### config.mk
export PLATFORM = sky130hd
export DESIGN_NAME = pit_irq_ctrl_flat
export DESIGN_NICKNAME = d
export VERILOG_FILES = /design/src/rtl/pit_irq_ctrl_if.sv /design/src/rtl/pit_irq_ctrl.sv /design/src/flat_wrapper.sv
export SDC_FILE = /design/constraint.sdc
export NUM_CORES = 1
export LEC_CHECK = 0
export BUFFER_PORTS_ARGS = -buffer_cell sky130_fd_sc_hd__buf_2
export CAP_MARGIN = 10
export CORE_MARGIN = 4
export CORE_UTILIZATION = 41
export DETAILED_ROUTE_END_ITERATION = 10
export PLACE_DENSITY = 0.68
export SYNTH_ARGS = -nofsm -noshare
export SYNTH_HDL_FRONTEND = slang
export SYNTH_SLANG_ARGS = --single-unit
### constraint.sdc
create_clock -name clk -period 2.9 [get_ports clk]
set_input_delay 0.435 -clock clk [delete_from_list [all_inputs] [get_ports clk]]
set_output_delay 0.435 -clock clk [all_outputs]
set_load 0.03 [all_outputs]
### src/rtl/pit_irq_ctrl_if.sv
// Signal bundle between the interval timer's consumer side and pit_irq_ctrl.
// The master drives timer/consumer controls; the slave returns interrupt state and statistics.
interface pit_irq_ctrl_if #(
  parameter int MISSED_W = 8,
  parameter int EVENT_W  = 16
) ();
  logic                counter_set;
  logic                interrupting;
  logic                irq_enable;
  logic                ack;
  logic                clear_stats;
  logic                irq;
  logic                pending;
  logic                irq_pulse;
  logic [MISSED_W-1:0] missed_count;
  logic [EVENT_W-1:0]  event_count;

  modport master (
    output counter_set, interrupting, irq_enable, ack, clear_stats,
    input  irq, pending, irq_pulse, missed_count, event_count
  );

  modport slave (
    input  counter_set, interrupting, irq_enable, ack, clear_stats,
    output irq, pending, irq_pulse, missed_count, event_count
  );
endinterface

### src/rtl/pit_irq_ctrl.sv
// Interrupt controller behind the interval timer: sticky maskable irq with ack,
// retriggerable stretched pulse, and saturating/wrapping event statistics.
module pit_irq_ctrl #(
  parameter int PULSE_CYCLES = 4,
  parameter int MISSED_W     = 8,
  parameter int EVENT_W      = 16
) (
  input  logic          clk,
  input  logic          rst_n,
  pit_irq_ctrl_if.slave bus
);

  localparam logic [7:0] PULSE_LOAD = 8'(PULSE_CYCLES);

  typedef enum logic {
    IDLE = 1'b0,
    PEND = 1'b1
  } state_t;

  state_t              state;
  logic                int_q;
  logic [7:0]          pulse_cnt;
  logic [MISSED_W-1:0] missed_q;
  logic [EVENT_W-1:0]  event_q;
  logic                ev;

  function automatic logic [MISSED_W-1:0] sat_inc(input logic [MISSED_W-1:0] v);
    return (&v) ? v : v + 1'b1;
  endfunction

  // A held level yields a single event; int_q resetting low makes a level present at release count once.
  assign ev = bus.interrupting & ~int_q & bus.counter_set;

  always_ff @(posedge clk or negedge rst_n) begin
    if (!rst_n) begin
      state     <= IDLE;
      int_q     <= 1'b0;
      pulse_cnt <= 8'd0;
      missed_q  <= '0;
      event_q   <= '0;
    end else begin
      int_q <= bus.interrupting;

      case (state)
        IDLE: if (ev) state <= PEND;
        PEND: if (bus.ack && !ev) state <= IDLE;
        default: state <= IDLE;
      endcase

      // An ack coinciding with a new event consumes the old one, so nothing is missed.
      if (bus.clear_stats)
        missed_q <= '0;
      else if (state == PEND && ev && !bus.ack)
        missed_q <= sat_inc(missed_q);

      if (bus.clear_stats)
        event_q <= '0;
      else if (ev)
        event_q <= event_q + 1'b1;

      if (ev)
        pulse_cnt <= PULSE_LOAD;
      else if (pulse_cnt != 8'd0)
        pulse_cnt <= pulse_cnt - 8'd1;
    end
  end

  assign bus.pending      = (state == PEND);
  assign bus.irq          = (state == PEND) & bus.irq_enable;
  assign bus.irq_pulse    = (pulse_cnt != 8'd0);
  assign bus.missed_count = missed_q;
  assign bus.event_count  = event_q;

endmodule

### src/flat_wrapper.sv
// flat-port wrapper written by rule: the top's interface ports become plain ports
module pit_irq_ctrl_flat 
#(
  parameter int PULSE_CYCLES = 4,
  parameter int MISSED_W     = 8,
  parameter int EVENT_W      = 16
)
  (clk, rst_n, bus_counter_set, bus_interrupting, bus_irq_enable, bus_ack, bus_clear_stats, bus_irq, bus_pending, bus_irq_pulse, bus_missed_count, bus_event_count);
  pit_irq_ctrl_if #(.MISSED_W(MISSED_W), .EVENT_W(EVENT_W)) bus_i ();
  input  logic clk;
  input  logic rst_n;
  input wire logic [$bits(bus_i.counter_set)-1:0] bus_counter_set;
  input wire logic [$bits(bus_i.interrupting)-1:0] bus_interrupting;
  input wire logic [$bits(bus_i.irq_enable)-1:0] bus_irq_enable;
  input wire logic [$bits(bus_i.ack)-1:0] bus_ack;
  input wire logic [$bits(bus_i.clear_stats)-1:0] bus_clear_stats;
  output wire logic [$bits(bus_i.irq)-1:0] bus_irq;
  output wire logic [$bits(bus_i.pending)-1:0] bus_pending;
  output wire logic [$bits(bus_i.irq_pulse)-1:0] bus_irq_pulse;
  output wire logic [$bits(bus_i.missed_count)-1:0] bus_missed_count;
  output wire logic [$bits(bus_i.event_count)-1:0] bus_event_count;
  assign bus_i.counter_set = bus_counter_set;
  assign bus_i.interrupting = bus_interrupting;
  assign bus_i.irq_enable = bus_irq_enable;
  assign bus_i.ack = bus_ack;
  assign bus_i.clear_stats = bus_clear_stats;
  assign bus_irq = bus_i.irq;
  assign bus_pending = bus_i.pending;
  assign bus_irq_pulse = bus_i.irq_pulse;
  assign bus_missed_count = bus_i.missed_count;
  assign bus_event_count = bus_i.event_count;
  pit_irq_ctrl #(.PULSE_CYCLES(PULSE_CYCLES), .MISSED_W(MISSED_W), .EVENT_W(EVENT_W)) u_core (.clk(clk), .rst_n(rst_n), .bus(bus_i));
endmodule
# Word-level counts from Yosys, hierarchy flattened
# Index checks and enable logic that the tools add are counted.
[word_totals]
out_inout_bits = 27
register_bits = 34
wordCells = 35
[op_classes]
n_reduce_logical = 11
addsub = 3
muxes = 10
bitwise = 5
n_eq_ne = 1
[ops]
columns = ["operator", "count"]
rows = [
  ["$mux 8", 5],
  ["$mux 16", 2],
  ["$add 16x1->16 const B", 1],
  ["$add 8x1->8 const B", 1],
  ["$reduce_and 8->1", 1],
  ["$reduce_bool 8->1", 1],
  ["$sub 8x1->8 const B", 1],
  ["$reduce_bool 2->1", 3],
  ["$and 1x1->1", 3],
  ["$logic_and 1x1->1", 3],
  ["$logic_not 1->1", 2],
  ["$mux 1", 2],
  ["$ne 2x2->1 const B", 1],
  ["$not 1->1", 2],
  ["$pmux 1 s2", 1],
  ["$reduce_and 2->1", 1],
]

# Logic depth before layout (Yosys ltp)
[logic_depth]
word_depth = 7
depth_mapped = 6

# Worst setup path after synthesis
# OpenSTA, ideal clock, no wires.
[synth_path]
path_kind = "register to register"
from = "reg u_core.event_q[2], in the netlist u_core.bus.event_count[2]"
to = "reg u_core.event_q[15], in the netlist u_core.bus.event_count[15]"
path_stages_with_launch = 6
n_path_buf = 1
arrival_ns = 1.827
setup_ns = 0.078
required_time_ns = 2.822
slack_ns = 0.995
path_cell_list = "dfrtp_1 > nand3_4 > or3_1 > buf_2 > or4_1 > a21oi_1"
[synth_between]
elab_chain_cells = 3
[synth_rtl]
columns = ["element", "line", "text"]
rows = [
  ["from (decl)", "pit_irq_ctrl.sv:24", "logic [EVENT_W-1:0] event_q;"],
  ["from (signal assigned)", "pit_irq_ctrl.sv:59", "event_q <= event_q + 1'b1;"],
  ["$add 16x1->16", "pit_irq_ctrl.sv:59", ""],
  ["$mux 16", "pit_irq_ctrl.sv:58", "else if (ev)"],
  ["$mux 16", "pit_irq_ctrl.sv:56", "if (bus.clear_stats)"],
]
# No other way between the ends. The select of a mux whose other input is x is not followed.
# A chain may end at the register's enable or synchronous reset.

# Worst setup path after layout
[layout_path]
from = "reg u_core.pulse_cnt[2]"
to = "out bus_irq_pulse"
[layout_between]
elab_chain_cells = 1
[layout_rtl]
columns = ["element", "line", "text"]
rows = [
  ["from (decl)", "pit_irq_ctrl.sv:22", "logic [7:0] pulse_cnt;"],
  ["from (signal assigned)", "pit_irq_ctrl.sv:64", "pulse_cnt <= pulse_cnt - 8'd1;"],
  ["$reduce_bool 8->1", "pit_irq_ctrl.sv:70", "assign bus.irq_pulse = (pulse_cnt != 8'd0);"],
  ["to (decl)", "flat_wrapper.sv:19", "output wire logic [$bits(bus_i.irq_pulse)-1:0] bus_irq_pulse;"],
]
# No other way between the ends.

==> results.sh <==
export IMPL_cp_arrival_ps=2050
export IMPL_dp_worst_setup_slack_ps=757
export IMPL_status="completed"
export IMPL_dp_hpwl_um=2440
export IMPL_grt_pass1_vias=1325
export IMPL_nets=226
export IMPL_critical_path_max_fanout=7
export IMPL_cts_resized_gates=0
export IMPL_cts_buffers=5
export IMPL_dp_cells=258
export IMPL_cp_end_kind="output port"
export IMPL_grt_pass1_wl_um=6200
export IMPL_cts_tree="yes"
export IMPL_pin_count=34
export IMPL_setup_ws_ps=416
export IMPL_portBuffers=33
export IMPL_ys_flop_type="dfrtp_1"
export IMPL_cpPeakStageDelay_ps=720
export IMPL_skew_ps=7.09
export IMPL_path_class="register to output port"
export IMPL_cts_clk_slew_worst_paths_ps=70
export IMPL_finalHoldViolations=0
export IMPL_drt_pass1_iter_count=4
export IMPL_power_density_mw_per_mm2=624
export IMPL_drc_errors=0
export IMPL_power_leakage_nw=0.938
export IMPL_timing_setup_tns_ps=0
export IMPL_critical_path_top_delay_family="simple AND/OR/NAND/NOR gates"
export IMPL_areaGrowthSynthToFinish_pct=18.1
export IMPL_drtIter0Drc=129
export IMPL_fin_crit_ps=2480
export IMPL_synth_edf_count=0
export IMPL_antenna_found_initial=0
export IMPL_tightest_slew_ps=807
export IMPL_final_max_slew_viol_count=0
export IMPL_reg2reg_from="u_core.int_q"
export IMPL_insertion_delay_ps=280
export IMPL_ant_nets=0
export IMPL_synth_top_family_by_area="simple AND/OR/NAND/NOR gates"
export IMPL_start_util_pct=42.8
export IMPL_grt_max_degree=35
export IMPL_relSlewSlack_pct=45.7
export IMPL_yosysUniqueCellTypes=38
export IMPL_fmax_mhz=403
export IMPL_die_h_um=73.1
export IMPL_hold_slack_ps=214
export IMPL_synth_simple_gate_area_share_pct=24.7
export IMPL_rows=23
export IMPL_clock_path_buffers=2
export IMPL_synth_seq_cells=34
export IMPL_mostFrequentLayoutCells="dfrtp_1, buf_2, nor2_1"
export IMPL_drv_cap=0
export IMPL_synth_async_reset_ratio_pct=100
export IMPL_r2r_slack_ps=960
export IMPL_startpoint="u_core.pulse_cnt[2]"
export IMPL_crit_slowest_cell="nor4_1"
export IMPL_vias=1420
export IMPL_post_cts_buffers=0
export IMPL_syn_inst=182
export IMPL_yosys_mux_area_fraction_pct=2.45
export IMPL_cp_required_ps=2470
export IMPL_hp_class="input pin to asynchronous set/reset pin"
export IMPL_viasPerCell=5.34
export IMPL_track_usage_pct=14.9
export IMPL_critPathBufInv=1
export IMPL_final_common_cell="dfrtp_1"
export IMPL_rsz0062_at_grt="false"
export IMPL_routed_wl_um=3550
export IMPL_rr_endpoint="u_core.bus.missed_count[7]"
export IMPL_cp_depth=3
export IMPL_cts_hold_fix_buffers=0
export IMPL_ys_warn_count=0
export IMPL_core_mm2=0.00406
export IMPL_synth_xor_area_share_pct=6.55
export IMPL_r2r_cells=5
export IMPL_diodes=0
export IMPL_syn_avg_cell_area_um2=9.55
export IMPL_grt_overflow=0
export IMPL_cp_cell_sequence="nor4_1 -> nand2_1 -> buf_2"
export IMPL_cts_sinks=34
export IMPL_crit_end="bus_irq_pulse"
export IMPL_place_congestion=0.778
export IMPL_die_area_mm2=0.00534
export IMPL_htree_levels=2
export IMPL_fin_crit_sh_pct=85.7
export IMPL_synthAdderAreaFrac_pct=2.88
export IMPL_synth_compound_area_share_pct=10.7
export IMPL_setup_viol=0
export IMPL_finalNonFillerCells=266
export IMPL_drive_above_1_share_pct=22.7
export IMPL_postSynthNetCount=193
export IMPL_ys_seq_area_share_pct=49.0
export IMPL_ir_worst_vdd_v=0.000337
export IMPL_cp_start_kind="register"
export IMPL_cts_root_buf="clkbuf_8"
export IMPL_syn_area_mm2=0.00174
export IMPL_wl_per_cell_um=13.3
export IMPL_die_w_um=73.1
-- worst min path at each step --
stage | startpoint | endpoint | slack (ps) | cells past startpoint
after detailed placement | rst_n | u_core.pulse_cnt[0] | 550 | 1
after global placement | u_core.bus.event_count[15] | u_core.bus.event_count[15] | 540 | 2
after floorplan | rst_n | u_core.bus.event_count[0] | 140 | 0
final | rst_n | u_core.bus.pending | 210 | 1
after global routing | rst_n | u_core.bus.pending | 290 | 1
after CTS | rst_n | u_core.pulse_cnt[1] | 250 | 1
-- synth_stat cells (2+ instances only) --
master	number	share of area [%]
a21oi_1	14	4.0
nand3_1	6	1.7
o31ai_1	5	2.2
ha_1	4	2.9
a31oi_1	2	0.72
nor4_1	6	2.2
o21ai_0	5	1.4
a211oi_1	2	0.86
mux2i_1	2	1.2
clkbuf_1	7	1.5
or4_1	4	1.7
inv_1	9	1.9
xnor2_1	8	4.0
dfrtp_1	34	49
nor2b_1	3	1.1
nor2_1	22	4.8
mux2_2	2	1.3
xor2_1	5	2.5
nand2_1	12	2.6
or3_1	4	1.4
nand4_1	6	2.2
nor3_1	4	1.2
-- routing by layer --
metal	global-route usage, %	wire length [um]	up-vias
met4	5.53	31	0
li1	-	-	716
met5	0	0	-
met1	20.9	1800	673
met3	3.99	146	2
met2	21.7	1570	29
-- cell type report --
type | instances | area (um2)
well taps | 50 | 62.6
inverters | 9 | 33.8
fillers | 380 | 2010
flip-flops and latches | 34 | 851
repair buffers | 34 | 173
multi-input cells | 131 | 822
clock buffers | 8 | 110
-- cell families after synthesis --
kind of cell	after synthesis
multiplexers	4
AO/OA/AOI/OAI	31
adder cells (fa/ha/maj)	4
AND/OR/NAND/NOR	79
flip-flops	34
XOR/XNOR	13
buffers and inverters	17
-- power by group --
group	internal [mW]	switching [mW]
Sequential	0.534	0.0644
Clock	0.240	0.164
Combinational	0.119	0.159
-- flip-flops by register name, indices dropped and copies added (netlist names) --
| name | cells |
|---|---|
| u_core.bus.event_count | 16 |
| u_core.bus.missed_count | 8 |
| u_core.bus.pending | 1 |
| u_core.int_q | 1 |
| u_core.pulse_cnt | 8 |
-- worst reg2reg max path, cell delays in order, from the launching register on --
cell	delay (ps)
dfrtp_1	390
and3b_1	200
buf_4	200
o211ai_1	350
or4_1	580
a21oi_1	150
-- metrics by stage --
stage	cell area, um2	util (%)	total power, mW
finish	2050	50.6	1.28
global placement	1940	47.9	0.880
global route	2050	50.6	1.37
floorplan	1740	-	0.812
detailed placement	1940	47.9	0.886
CTS	2050	50.6	1.30
No activity file was read; power rests on OpenSTA's default activity.
